--- src/rtl/pin_entry_controller.sv ---
// ATM login front end: latches the card's account, collects a decimal PIN,
// runs the authenticator handshake and tracks retries, lockout and timeout.
module pin_entry_controller #(
  parameter int PIN_DIGITS   = 4,
  parameter int MAX_ATTEMPTS = 3,
  parameter int AUTH_TIMEOUT = 16,
  parameter int NUM_ACCOUNTS = 10
) (
  input  logic        clk,
  input  logic        rst,
  input  logic        card_valid,
  input  logic [3:0]  card_acc_num,
  input  logic        key_valid,
  input  logic [3:0]  key_digit,
  input  logic        key_enter,
  input  logic        key_clear,
  output logic        auth_req,
  output logic [3:0]  auth_acc_num,
  output logic [15:0] auth_pin,
  input  logic        auth_done,
  input  logic        auth_ok,
  output logic [2:0]  digit_count,
  output logic [1:0]  attempts_left,
  output logic        session_valid,
  output logic [3:0]  session_acc_num,
  output logic        locked_out
);

  typedef enum logic [2:0] {IDLE, COLLECT, REQUEST, WAIT, GRANTED, LOCKED} state_t;

  localparam int             TW       = $clog2(AUTH_TIMEOUT + 1);
  localparam logic [2:0]     FULL     = 3'(PIN_DIGITS);
  localparam logic [1:0]     MAX_ATT  = 2'(MAX_ATTEMPTS);
  localparam logic [4:0]     NUM_ACC  = 5'(NUM_ACCOUNTS);
  localparam logic [TW-1:0]  TMO_LAST = TW'(AUTH_TIMEOUT - 1);

  state_t        state;
  logic          card_prev;
  logic [3:0]    acc_num;
  logic [13:0]   pin_acc;
  logic [TW-1:0] timer;

  // Shift one decimal digit into the binary PIN value (9999 fits in 14 bits).
  function automatic logic [13:0] next_acc(input logic [13:0] a, input logic [3:0] d);
    return 14'(a * 14'd10 + {10'd0, d});
  endfunction

  always_ff @(posedge clk) begin
    if (rst) begin
      state           <= IDLE;
      card_prev       <= 1'b0;
      acc_num         <= '0;
      pin_acc         <= '0;
      timer           <= '0;
      auth_req        <= 1'b0;
      auth_acc_num    <= '0;
      auth_pin        <= '0;
      digit_count     <= '0;
      attempts_left   <= MAX_ATT;
      session_valid   <= 1'b0;
      session_acc_num <= '0;
      locked_out      <= 1'b0;
    end else begin
      card_prev <= card_valid;
      // Card removal overrides everything, including a same-cycle auth_done.
      if (!card_valid && state != IDLE) begin
        state           <= IDLE;
        acc_num         <= '0;
        pin_acc         <= '0;
        timer           <= '0;
        auth_req        <= 1'b0;
        auth_acc_num    <= '0;
        auth_pin        <= '0;
        digit_count     <= '0;
        attempts_left   <= MAX_ATT;
        session_valid   <= 1'b0;
        session_acc_num <= '0;
        locked_out      <= 1'b0;
      end else begin
        case (state)
          IDLE: begin
            if (card_valid && !card_prev) begin
              acc_num       <= card_acc_num;
              attempts_left <= MAX_ATT;
              state         <= ({1'b0, card_acc_num} >= NUM_ACC) ? LOCKED : COLLECT;
            end
          end
          COLLECT: begin
            if (key_clear) begin
              pin_acc     <= '0;
              digit_count <= '0;
            end else if (key_enter && digit_count == FULL) begin
              auth_req     <= 1'b1;
              auth_acc_num <= acc_num;
              auth_pin     <= {2'b00, pin_acc};
              timer        <= '0;
              state        <= REQUEST;
            end else if (key_valid && key_digit <= 4'd9 && digit_count < FULL) begin
              pin_acc     <= next_acc(pin_acc, key_digit);
              digit_count <= digit_count + 3'd1;
            end
          end
          REQUEST, WAIT: begin
            if (auth_done && auth_ok) begin
              auth_req     <= 1'b0;
              auth_acc_num <= '0;
              auth_pin     <= '0;
              state        <= GRANTED;
            end else if (auth_done || timer == TMO_LAST) begin
              auth_req      <= 1'b0;
              auth_acc_num  <= '0;
              auth_pin      <= '0;
              pin_acc       <= '0;
              digit_count   <= '0;
              attempts_left <= attempts_left - 2'd1;
              state         <= (attempts_left == 2'd1) ? LOCKED : COLLECT;
            end else begin
              timer <= timer + TW'(1);
              state <= WAIT;
            end
          end
          GRANTED: begin
            session_valid   <= 1'b1;
            session_acc_num <= acc_num;
          end
          LOCKED: locked_out <= 1'b1;
          default: state <= IDLE;
        endcase
      end
    end
  end

endmodule

--- config.mk ---
export PLATFORM = sky130hd
export DESIGN_NAME = pin_entry_controller
export DESIGN_NICKNAME = d
export VERILOG_FILES = /design/src/rtl/pin_entry_controller.sv
export SDC_FILE = /design/constraint.sdc
export NUM_CORES = 1
export LEC_CHECK = 0
export BUFFER_PORTS_ARGS = -buffer_cell sky130_fd_sc_hd__buf_4
export CORE_ASPECT_RATIO = 1.2
export CORE_MARGIN = 3
export CORE_UTILIZATION = 51
export DETAILED_ROUTE_END_ITERATION = 6
export PLACE_DENSITY = 0.74
export SYNTH_ARGS = -nofsm -noshare
export SYNTH_HDL_FRONTEND = slang
export SYNTH_SLANG_ARGS = --single-unit
--- constraint.sdc ---
create_clock -name clk -period 2.8 [get_ports clk]
set_clock_uncertainty 0.1 [all_clocks]
set_input_delay 0.56 -clock clk [delete_from_list [all_inputs] [get_ports clk]]
set_output_delay 0.56 -clock clk [all_outputs]
set_load 0.01 [all_outputs]
==> metrics.txt <==
die area=6980 um2; Cell Area, Synth=3070 um2; final setup vio count=0; critical path's top delay family=adder cells; Worst VDD drop=0.242 mV; antenna violations before repair=0; element type at the critical path start=flop; clk slew on worst S/H paths=0.07 ns; Worst EP required=2.93 ns; core area=5740 um2; IO buf count=45; leakage power=1.71 nW; RePlAce Congestion=0.876; area leader, netlist=dfxtp_1; htree depth=3; CP max stage delay=0.34 ns; Iter 0 DRT Violations=169; Cell variety after synth=51; top cells by area, synth=dfxtp_1, ha_1, nor2_1, a22oi_1, xnor2_1; area delta synth->final=25.3%; Max-Cap Viols=0; layout cell share with drive strength beyond 1=25.7%; Starting Density=53.4%; # hold bufs at CTS=0; relative slew slack=46.8%; register area share after synthesis=37.2%; CP Class=reg -> reg; Post-synth ARST share=0%; vias post-DR=2693; share of the synthesized area in the top cell type=37.2%; Fmax=362 MHz; # DRC=0; Tcrit/Tclk final=98.6%; crit path setup slack, layout=0.0382 ns; Site Rows=30; Ports=48; Post-Synthesis Cells=342; Post-DP HPWL=5.19 mm; commonest cells in the netlist=nor2_1, dfxtp_1, ha_1; WHS=0.294 ns; DRT Wirelength=7.43 mm; CP Buf/Inv Count=1; CP Max Fanout=2; Hold Fails Final Rpt=0; first-pass iteration count of the detailed router=4; Tightest Pin Transition=0.793 ns; Mean Syn Cell Area=8.97 um2; Critical-path top delay cell=dfxtp_2; setup_tns=0 ns; Clk Latency, worst-skew pair=0.34 ns; CTS buffer count=9; fill count=469; vias in the first global route=2556; Main synth FF type=dfxtp_1; Finished Layout Cells=481; Ant. Diodes=0; pre-CTS WS=-0.0193 ns; Inst Count DP=461; first-pass GRT wire length=12.1 mm; hold crit path type=in -> reg; Worst Setup End Kind=flop; WL per Instance=15.4 um; Die Wd=76.8 um; RSZ-0062 raised after global routing=yes; minimum clock period=2.76 ns; Net count, final=441; CTS tree=done; largest net degree at the start of global routing=50; CTS root buffer=clkbuf_8; most numerous cell in the Yosys netlist=nor2_1; Power Density=463 nW/um2; cell breakdown of the critical path=ha_4 > ha_4 > fa_2 > a21o_1 > a221oi_4 > buf_6 > xnor2_2 > and3b_4 > and4_4 > xnor2_2 > a32o_1; Slew Viols, Final=0; maximum buffer depth of the clock tree=2; Die Y-Extent=90.9 um; WP data arrival=2.89 ns; number of synthesis warnings=0; flops & latches, synth=57; vias per inst=5.60; final core occ=66.9%; global-route usage over all layers=21.7%; clock sink count=57; Post-DRT Antenna Nets=0; status=finished, final reports clean; EDFF count, synth=0; Remaining Overflow, GRT=0
## state kept, by name, indices dropped and copies added (netlist names)
register         cells
auth_pin            14
pin_acc             14
timer                5
acc_num              4
auth_acc_num         4
session_acc_num      4
digit_count          3
state                3
attempts_left        2
auth_req             1
card_prev            1
locked_out           1
session_valid        1
## cell usage in the layout (no fill, tap or decap), types with 5 or more instances in the layout
| cell | instances |
|---|---|
| o21ai_0 | 6 |
| nor2_1 | 62 |
| a22oi_1 | 26 |
| xnor2_1 | 11 |
| dfxtp_2 | 6 |
| clkbuf_8 | 9 |
| nor3_1 | 8 |
| nand2_1 | 12 |
| mux2i_1 | 10 |
| xor2_1 | 7 |
| ha_1 | 20 |
| buf_4 | 60 |
| a21o_1 | 7 |
| inv_1 | 8 |
| dfxtp_1 | 50 |
| and3_1 | 6 |
| ha_4 | 5 |
| a21oi_1 | 15 |
## path summary, 6_finish.rpt
path	start	end	slack (ns)	depth (start not counted)
max	pin_acc[3]	pin_acc[13]	0.04	11
min	rst	card_prev	0.29	2
max reg2reg	pin_acc[3]	pin_acc[13]	0.04	11
min reg2reg	locked_out	locked_out	0.37	2
## kinds of logic (layout without fill, tap and decap cells)
kind of cell,count (synthesis),in the layout,share of synthesized area (%)
buf+inv,27,85,3.67
mux,10,10,3.26
compound gates,75,75,17.9
fa+ha+maj,29,29,12.3
flops,57,57,37.2
other cells,1,2,0.122
simple gates,123,123,19.6
xor+xnor,20,20,5.96
## area by class of cell
class                   count  area, um2  area share, %
inverters                   8       30.0          0.782
well taps                  80        100           2.61
clock buffers               9        124           3.22
flip-flops and latches     57       1150           30.0
clock inverters             7       70.1           1.82
repair buffers             61        462           12.0
multi-input cells         259       1900           49.6
## per-stage QoR
| step | power, mW | cell area [um2] |
|---|---|---|
| 4_1_cts | 1.80 | 3770 |
| 2_1_floorplan | 0.975 | 3070 |
| 6_report | 1.78 | 3840 |
| 5_1_grt | 1.86 | 3840 |
| 3_5_place_dp | 1.03 | 3520 |
| 3_3_place_gp | 1.03 | 3520 |
## what timing repair did
item                       CTS  global route
pin swaps                    6             9
setup buffers                3             1
setup endpoints to repair    2             6
resized for setup            3            16
## report_power, final
part,total (mW),internal [mW],leakage (nW),switching [mW]
clock,0.757,0.410,0.0994,0.347
combinational,0.176,0.0718,1.15,0.104
sequential,0.845,0.825,0.464,0.0194
## per-layer routing
| metal | part of all wire [%] | vias to the layer above | routed length (um) | GRT usage, % |
|---|---|---|---|---|
| met3 | 5.2 | 12 | 390 | 4.96 |
| li1 | - | 1334 | - | - |
| met4 | 2.2 | 0 | 162 | 10.1 |
| met5 | 0 | - | 0 | 0 |
| met1 | 43 | 1271 | 3230 | 26.5 |
| met2 | 49 | 76 | 3650 | 35.9 |
Note: power is estimated with default switching activity, not from simulation.
